===== src/rtl/arki_pkg.sv =====
// Shared types and constants for the LEGv8 pipeline front end.
package arki_pkg;

    typedef enum logic [1:0] {
        F_REQ  = 2'd0,
        F_DROP = 2'd1,
        F_BUF  = 2'd2
    } fetch_state_t;

    localparam int INSTR_BYTES = 4;

endpackage


===== src/rtl/if_skid.sv =====
// One-entry skid buffer holding a fetched {pc, instr} while decode is stalled.
module if_skid
    import arki_pkg::*;
(
    input  logic        clk,
    input  logic        reset,
    input  logic        load_i,
    input  logic        drain_i,
    input  logic        clear_i,
    input  logic [63:0] pc_i,
    input  logic [31:0] instr_i,
    output logic        valid_o,
    output logic [63:0] pc_o,
    output logic [31:0] instr_o
);

    logic        valid_q, valid_d;
    logic [63:0] pc_q, pc_d;
    logic [31:0] instr_q, instr_d;

    always_comb begin
        valid_d = valid_q;
        pc_d    = pc_q;
        instr_d = instr_q;
        // A clear (redirect) wins over a same-cycle load.
        if (clear_i || drain_i) begin
            valid_d = 1'b0;
        end else if (load_i) begin
            valid_d = 1'b1;
            pc_d    = pc_i;
            instr_d = instr_i;
        end
    end

    always_ff @(posedge clk or posedge reset) begin
        if (reset) begin
            valid_q <= 1'b0;
            pc_q    <= '0;
            instr_q <= '0;
        end else begin
            valid_q <= valid_d;
            pc_q    <= pc_d;
            instr_q <= instr_d;
        end
    end

    assign valid_o = valid_q;
    assign pc_o    = pc_q;
    assign instr_o = instr_q;

endmodule


===== src/rtl/if_stage.sv =====
// Instruction fetch stage: PC, imem req/ack handshake, skid buffer and IF/ID register.
module if_stage
    import arki_pkg::*;
#(
    parameter logic [63:0] RESET_PC = 64'h0
) (
    input  logic        clk,
    input  logic        reset,
    input  logic        stall_i,
    input  logic        redirect_i,
    input  logic [63:0] redirect_pc_i,
    output logic        imem_req_o,
    output logic [63:0] imem_addr_o,
    input  logic        imem_ack_i,
    input  logic [31:0] imem_rdata_i,
    output logic        if_id_valid_o,
    output logic [63:0] if_id_pc_o,
    output logic [31:0] if_id_instr_o
);

    fetch_state_t state_q, state_d;
    logic [63:0]  pc_q, pc_d;
    logic [63:0]  drop_addr_q, drop_addr_d;
    logic         id_valid_q, id_valid_d;
    logic [63:0]  id_pc_q, id_pc_d;
    logic [31:0]  id_instr_q, id_instr_d;

    logic         skid_load, skid_drain, skid_clear;
    logic         skid_valid;
    logic [63:0]  skid_pc;
    logic [31:0]  skid_instr;
    logic [63:0]  pc_inc;

    assign pc_inc = pc_q + 64'(INSTR_BYTES);

    if_skid u_skid (
        .clk     (clk),
        .reset   (reset),
        .load_i  (skid_load),
        .drain_i (skid_drain),
        .clear_i (skid_clear),
        .pc_i    (pc_q),
        .instr_i (imem_rdata_i),
        .valid_o (skid_valid),
        .pc_o    (skid_pc),
        .instr_o (skid_instr)
    );

    always_comb begin
        state_d     = state_q;
        pc_d        = pc_q;
        drop_addr_d = drop_addr_q;
        id_valid_d  = id_valid_q;
        id_pc_d     = id_pc_q;
        id_instr_d  = id_instr_q;
        skid_load   = 1'b0;
        skid_drain  = 1'b0;
        skid_clear  = 1'b0;

        if (redirect_i) begin
            id_valid_d = 1'b0;
            pc_d       = {redirect_pc_i[63:2], 2'b00};
            skid_clear = 1'b1;
            unique case (state_q)
                F_REQ: begin
                    // Unacked request keeps running on the bus; remember its address.
                    if (imem_ack_i) begin
                        state_d = F_REQ;
                    end else begin
                        state_d     = F_DROP;
                        drop_addr_d = pc_q;
                    end
                end
                F_DROP:  state_d = imem_ack_i ? F_REQ : F_DROP;
                F_BUF:   state_d = F_REQ;
                default: state_d = F_REQ;
            endcase
        end else begin
            unique case (state_q)
                F_REQ: begin
                    if (imem_ack_i) begin
                        pc_d = pc_inc;
                        if (stall_i) begin
                            skid_load = 1'b1;
                            state_d   = F_BUF;
                        end else begin
                            id_valid_d = 1'b1;
                            id_pc_d    = pc_q;
                            id_instr_d = imem_rdata_i;
                        end
                    end else if (!stall_i) begin
                        id_valid_d = 1'b0;
                    end
                end
                F_DROP: begin
                    if (imem_ack_i) state_d = F_REQ;
                    if (!stall_i) id_valid_d = 1'b0;
                end
                F_BUF: begin
                    if (!stall_i) begin
                        id_valid_d = skid_valid;
                        id_pc_d    = skid_pc;
                        id_instr_d = skid_instr;
                        skid_drain = 1'b1;
                        state_d    = F_REQ;
                    end
                end
                default: state_d = F_REQ;
            endcase
        end
    end

    always_ff @(posedge clk or posedge reset) begin
        if (reset) begin
            state_q     <= F_REQ;
            pc_q        <= RESET_PC;
            drop_addr_q <= '0;
            id_valid_q  <= 1'b0;
            id_pc_q     <= '0;
            id_instr_q  <= '0;
        end else begin
            state_q     <= state_d;
            pc_q        <= pc_d;
            drop_addr_q <= drop_addr_d;
            id_valid_q  <= id_valid_d;
            id_pc_q     <= id_pc_d;
            id_instr_q  <= id_instr_d;
        end
    end

    assign imem_req_o    = (state_q == F_REQ) || (state_q == F_DROP);
    assign imem_addr_o   = (state_q == F_DROP) ? drop_addr_q : pc_q;
    assign if_id_valid_o = id_valid_q;
    assign if_id_pc_o    = id_pc_q;
    assign if_id_instr_o = id_instr_q;

endmodule


===== config.mk =====
export PLATFORM = sky130hd
export DESIGN_NAME = if_stage
export DESIGN_NICKNAME = d
export VERILOG_FILES = /design/src/rtl/arki_pkg.sv /design/src/rtl/if_skid.sv /design/src/rtl/if_stage.sv
export SDC_FILE = /design/constraint.sdc
export NUM_CORES = 1
export LEC_CHECK = 0
export CAP_MARGIN = 25
export CORE_MARGIN = 2
export CORE_UTILIZATION = 53
export DETAILED_ROUTE_END_ITERATION = 10
export PLACE_DENSITY = 0.8
export SYNTH_ARGS = -nofsm -noshare
export SYNTH_HDL_FRONTEND = slang
export SYNTH_SLANG_ARGS = --single-unit
export TNS_END_PERCENT = 1

===== constraint.sdc =====
create_clock -name clk -period 11.3 [get_ports clk]
set_input_delay 1.695 -clock clk [delete_from_list [all_inputs] [get_ports clk]]
set_output_delay 1.695 -clock clk [all_outputs]
set_load 0.02 [all_outputs]

==> results_dict.tcl, run 1 <==
set metrics [dict create \
    critPathMostFrequentCell "buf_4" \
    cts_buffers 35 \
    synth.distinct_cells 40 \
    nets 1622 \
    finalHoldViolations 0 \
    htreeDepth 2 \
    slew_headroom_pct 33.2 \
    gp_congestion 0.810 \
    status "finished clean" \
    postCtsSetupBuffers 0 \
    post-dp-hpwl_um 22900 \
    yosysSeqAreaShare_pct 54.0 \
    drive_gt1_share_pct 17.8 \
    holdWs_ns 0.474 \
    grt_start_max_net_pins 182 \
    die_x_um 170 \
    synth_top_area_cell "dfrtp_1" \
    synthXorXnorAreaFrac_pct 2.63 \
    power_density_mw_per_mm2 212 \
    via_per_inst 5.72 \
    rsz0062_at_grt "no" \
    yosys_warnings 0 \
    grt_remaining_overflow 0 \
    detail_route.wl_per_cell_um 19.2 \
    clock.fmax_ghz 0.219 \
    worst_setup_path_end_kind "register" \
    cpPeakStageDelay_ns 0.85 \
    maxCapViolCount 0 \
    critical_path_buf_inv_count 4 \
    dr.pass1.iters 5 \
    area_growth_pct 27.1 \
    hold_path_class "register to register" \
    min_to "if_id_pc_o[63]" \
    clk_latency_ns 0.51 \
    layout_min_cycle_time_ns 4.57 \
    synth_compound_area_share_pct 7.47 \
    power_mw 3.94 \
    place_ws_ns 6.04 \
    worst_pin_slew_ns 1.00 \
    cp.required_ns 11.67 \
    cts_resized 0 \
    layout.cells.non_filler 1883 \
    synth_mux_area_share_pct 21.3 \
    antenna_found_initial 1 \
    skew_ns 0.0202 \
    r2r_start "state_q[0]" \
    setup_viol 0 \
    grt_use_met2_pct 41.8 \
    r2r-end "pc_q[57]" \
    hold_buffers 0 \
    crit_start "redirect_i" \
    tns_ns 0 \
    fp.dieH_um 170 \
    r2r_slack_ns 7.82 \
    use_met1_pct 31.5 \
    crit_arrival_ns 4.95 \
    path_class "primary input to register" \
    slew_viol_final 0 \
    cts.path.max_buffers 3 \
    synth.avg_cell_area_um2 11.1 \
    synth_area_mm2 0.0146 \
    dieArea_mm2 0.0290 \
    drc_errors 0 \
    vias 10800 \
    postRouteWirelength_um 36100 \
    antenna_left 0 \
    io_buffer_count 256 \
    numClockSinks 316 \
    synth-adder-area-share_pct 0.342 \
    synth_top_family_by_area "multiplexers" \
    hp-start "if_id_pc_o[63]" \
    reg2reg_depth 7 \
    synth.area.top_cells "dfrtp_1, mux2_2, mux2i_1, o21ai_0, nand2_1" \
    finish.instance_area_mm2 0.0186 \
    cpMaxStageDelayCell "clkinv_1" \
    boundaryPins 263 \
    cp-start-kind "primary input" \
    rows 60 \
    busiest_layer "met2" \
    grt_usage_pct 24.9 \
    grt_pass1_vias 11300 \
    clkSlewWorstSetupHoldPaths_ns 0.05 \
    synthSimpleGateAreaFrac_pct 10.6 \
    use_met3_pct 6.56 \
    min_period_over_period_pct 40.5 \
    syn_inst 1319 \
    grt_pass1_wl_um 57700 \
    crit_family "buffers and inverters" \
    drtIter0Drc 668 \
    leakagePower_nw 7.64 \
    layout_common_cells "dfrtp_1, clkdlybuf4s50_1, mux2_2, nand2_1, o21ai_0" \
    dp_cells 1818 \
    hold_depth 2 \
    setup_ws_ns 6.73 \
    clock_tree.root_cell "clkbuf_16" \
    tritoncts "done" \
    core_mm2 0.0270 \
    layout_commonest_cell "dfrtp_1" \
    synth-seq-cells 316 \
    crit_chain "buf_4 > clkinv_1 > nand4_1 > buf_4 > buf_4 > mux2_2" \
    peakVddDrop_mv 0.130 \
    synth_top_area_share_pct 54.0 \
    post-route-util_pct 68.9 \
    crit_fanout 60 \
    place_area_mm2 0.0173 \
    start_util_pct 54.2 \
]
==> power by group <==
| part | switching (mW) | internal, mW |
|---|---|---|
| logic | 0.536 | 0.569 |
| registers | 0.200 | 1.44 |
| clock network | 0.452 | 0.739 |
==> area by class of cell <==
type | instances | area, um^2
repair buffers | 268 | 2720
multi-input cells | 880 | 6270
flip-flops and latches | 316 | 7910
clock inverters | 13 | 171
fillers | 1951 | 8410
well taps | 341 | 427
diodes | 1 | 2.50
clock buffers | 48 | 1050
inverters | 16 | 67.6
==> layer usage <==
metal  share of wire [%]  vias to the layer above  wire (um)
met1                  42                     5357      15200
li1                    -                     5006          -
met2                  48                      335      17400
met3                 7.2                       71       2590
met4                 2.5                        0        893
met5                   0                        -          0
==> synthesized netlist by cell type <==
| master | n |
|---|---|
| o21ai_0 | 179 |
| ha_1 | 4 |
| o31ai_1 | 7 |
| o211ai_1 | 2 |
| nand2b_1 | 3 |
| xnor2_1 | 32 |
| or4_1 | 10 |
| or4_4 | 3 |
| nor4_1 | 15 |
| or3_1 | 11 |
| nor2b_1 | 2 |
| nor2_1 | 23 |
| clkinv_1 | 1 |
| a21oi_1 | 3 |
| buf_6 | 3 |
| buf_1 | 15 |
| a21boi_0 | 1 |
| clkbuf_1 | 83 |
| or2_2 | 2 |
| inv_1 | 15 |
| nand3_1 | 22 |
| buf_2 | 5 |
| mux2_2 | 193 |
| and2_1 | 4 |
| and4_1 | 7 |
| a31oi_1 | 14 |
| nand3b_1 | 1 |
| o21ai_1 | 1 |
| mux2i_1 | 95 |
| nand4_1 | 20 |
| dfrtp_1 | 316 |
| nand2_1 | 188 |
| xor2_1 | 12 |
| nand4_2 | 1 |
| a22oi_1 | 2 |
| nor3_1 | 11 |
| conb_1 | 1 |
| and3_1 | 7 |
| buf_4 | 4 |
| nand4b_1 | 1 |
==> worst max-delay path by stage <==
stage                   endpoint  cells past startpoint  slack, ns
4_1_cts        if_id_instr_o[11]                      6       6.53
3_3_place_gp    if_id_instr_o[1]                      6       6.15
5_1_grt        u_skid.instr_o[1]                      6       6.51
2_1_floorplan    drop_addr_q[10]                      1       0.86
6_report         u_skid.pc_o[60]                      6       6.73
3_5_place_dp    if_id_instr_o[0]                      6       6.04
==> logic make-up (layout without fill, tap and decap cells) <==
family / count (synthesis) / after routing
AND/OR/NAND/NOR: 331 / 331
flip-flops: 316 / 316
buffers and inverters: 126 / 345
adder cells (fa/ha/maj): 4 / 4
AO/OA/AOI/OAI: 209 / 209
XOR/XNOR: 44 / 44
other: 1 / 5
multiplexers: 288 / 288
==> flip-flops by register name, summed over array words and instances (netlist names) <==
signal,cells
drop_addr_q,62
if_id_pc_o,62
pc_q,62
u_skid.pc_o,62
if_id_instr_o,32
u_skid.instr_o,32
state_q,2
if_id_valid_o,1
u_skid.valid_o,1
==> worst reg2reg max path, delay by kind of cell, from the launching register on <==
family,cells,cell delay (ns)
AND/OR/NAND/NOR,4,2.21
flip-flops,1,0.42
adder cells (fa/ha/maj),1,0.42
AO/OA/AOI/OAI,1,0.17
buffers and inverters,1,0.16
(Power assumes the default switching activity.)
==> run 2, diff against run 1 <==
clock period = 4.7 ns   (was 11.3 ns; I/O delays follow)
==> results_dict.tcl, run 2 (synthesis gave the netlist of run 1 again) <==
set metrics [dict create \
    status "finished clean" \
    grt_usage_pct 24.6 \
    htreeDepth 2 \
    power_density_mw_per_mm2 504 \
    dieArea_mm2 0.0290 \
    place_ws_ns 0.999 \
    clk_latency_ns 0.51 \
    r2r_start "state_q[0]" \
    setup_viol 0 \
    grt_start_max_net_pins 123 \
    start_util_pct 54.2 \
    crit_arrival_ns 3.86 \
    antenna_left 0 \
    min_period_over_period_pct 73.3 \
    tritoncts "done" \
    r2r_slack_ns 1.25 \
    layout_common_cells "dfrtp_1, clkdlybuf4s50_1, mux2_2, nand2_1, o21ai_0" \
    post-route-util_pct 68.8 \
    antenna_found_initial 1 \
    worst_pin_slew_ns 0.873 \
    grt_pass1_wl_um 57100 \
    worst_setup_path_end_kind "register" \
    detail_route.wl_per_cell_um 18.9 \
    path_class "register to register" \
    cpPeakStageDelay_ns 0.80 \
    cts_resized 0 \
    power_mw 9.37 \
    grt_remaining_overflow 0 \
    io_buffer_count 256 \
    crit_fanout 11 \
    layout_min_cycle_time_ns 3.45 \
    slew_viol_final 0 \
    hold_depth 2 \
    finalHoldViolations 0 \
    die_x_um 170 \
    layout_commonest_cell "dfrtp_1" \
    tns_ns 0 \
    pwr-share-clk_pct 29.4 \
    busiest_layer "met2" \
    boundaryPins 263 \
    peakVddDrop_mv 0.315 \
    cts_buffers 35 \
    rsz0062_at_grt "no" \
    use_met3_pct 5.70 \
    slew_headroom_pct 41.8 \
    post-dp-hpwl_um 22900 \
    crit_start "state_q[0]" \
    via_per_inst 5.67 \
    critPathMostFrequentCell "or4_1" \
    clock_tree.root_cell "clkbuf_16" \
    p_int_mw 6.51 \
    postRouteWirelength_um 35700 \
    r2r-end "pc_q[57]" \
    dr.pass1.iters 5 \
    leakagePower_nw 7.63 \
    fillCellCount 1974 \
    rows 60 \
    endpoint "pc_q[57]" \
    area_growth_pct 27.0 \
    combPwrFrac_pct 28.4 \
    maxCapViolCount 0 \
    gp_congestion 0.809 \
    reg2reg_depth 7 \
    cp.required_ns 5.12 \
    p_switching_mw 2.85 \
    clkSlewWorstSetupHoldPaths_ns 0.06 \
    core_mm2 0.0270 \
    grt_use_met2_pct 41.1 \
    ff_latch_area_mm2 0.00791 \
    nets 1626 \
    drtIter0Drc 723 \
    switching_share_pct 30.5 \
    hold_buffers 0 \
    holdWs_ns 0.477 \
    postCtsSetupBuffers 0 \
    clock.fmax_ghz 0.290 \
    drive_gt1_share_pct 17.9 \
    pwr-share-seq_pct 42.3 \
    numClockSinks 316 \
    skew_ns 0.0144 \
    multiInputGateArea_mm2 0.00627 \
    use_met1_pct 32.2 \
    hold_path_class "register to register" \
    vias 10700 \
    grt_pass1_vias 10900 \
    cp-start-kind "register" \
    crit_chain "inv_1 > ha_1 > nand4_1 > or4_1 > or3_1 > or4_1 > a31oi_1" \
    drc_errors 0 \
    fp.dieH_um 170 \
    cts.path.max_buffers 3 \
    setup_ws_ns 1.25 \
    cpMaxStageDelayCell "or4_1" \
]
run 2: changes by cell type in the layout (fill, tap and decap cells not counted):
cell,previous run,this run
bufinv_16,4,2
clkinv_4,1,0
clkbuf_1,3,6
clkinv_2,7,8
inv_8,1,0
clkinvlp_4,1,2
buf_4,9,13
run 2: metrics by stage:
step,std cells,area (um^2)
2_1_floorplan,1322,14700
3_3_place_gp,1823,17400
3_5_place_dp,1824,17400
4_1_cts,1886,18600
5_1_grt,1888,18600
6_report,1888,18600
run 2: layer usage:
layer	share of wire, %	vias up
met5	0	-
met4	2.1	0
met3	7.2	64
met2	48	330
met1	42	5302
li1	-	5014
run 2: area by class of cell:
class                      count  share of cell area (%)
antenna                        1                  0.0135
clock buffer                  51                    5.70
clock inverter                11                   0.579
inverter                      16                   0.343
multi-input combinational    880                    33.8
sequential                   316                    42.5
tap                          341                    2.30
timing repair buffer         272                    14.8
run 2: power groups by stage:
stage	clock, mW	sequential (mW)	combinational [mW]
global placement	0	3.94	2.60
finish	2.75	3.96	2.66
detailed placement	0	3.99	2.66
floorplan	0	4.18	1.25
global route	2.91	4.05	2.87
CTS	2.79	3.95	2.68
run 2: critical path: cells and delay by family, from the launching register on:
kind | cells | cell delay, ns
simple gates | 4 | 2.18
fa+ha+maj | 1 | 0.42
flops | 1 | 0.41
compound gates | 1 | 0.17
buf+inv | 1 | 0.16
run 2: how the worst min path moves through the flow:
stage / to / from / slack [ns]
5_1_grt: if_id_pc_o[61] / if_id_pc_o[61] / 0.50
3_3_place_gp: if_id_pc_o[63] / if_id_pc_o[63] / 0.46
3_5_place_dp: if_id_pc_o[59] / if_id_pc_o[59] / 0.47
6_report: if_id_pc_o[59] / if_id_pc_o[59] / 0.48
4_1_cts: if_id_pc_o[59] / if_id_pc_o[59] / 0.48
2_1_floorplan: u_skid.pc_o[11] / u_skid.pc_o[11] / 0.45
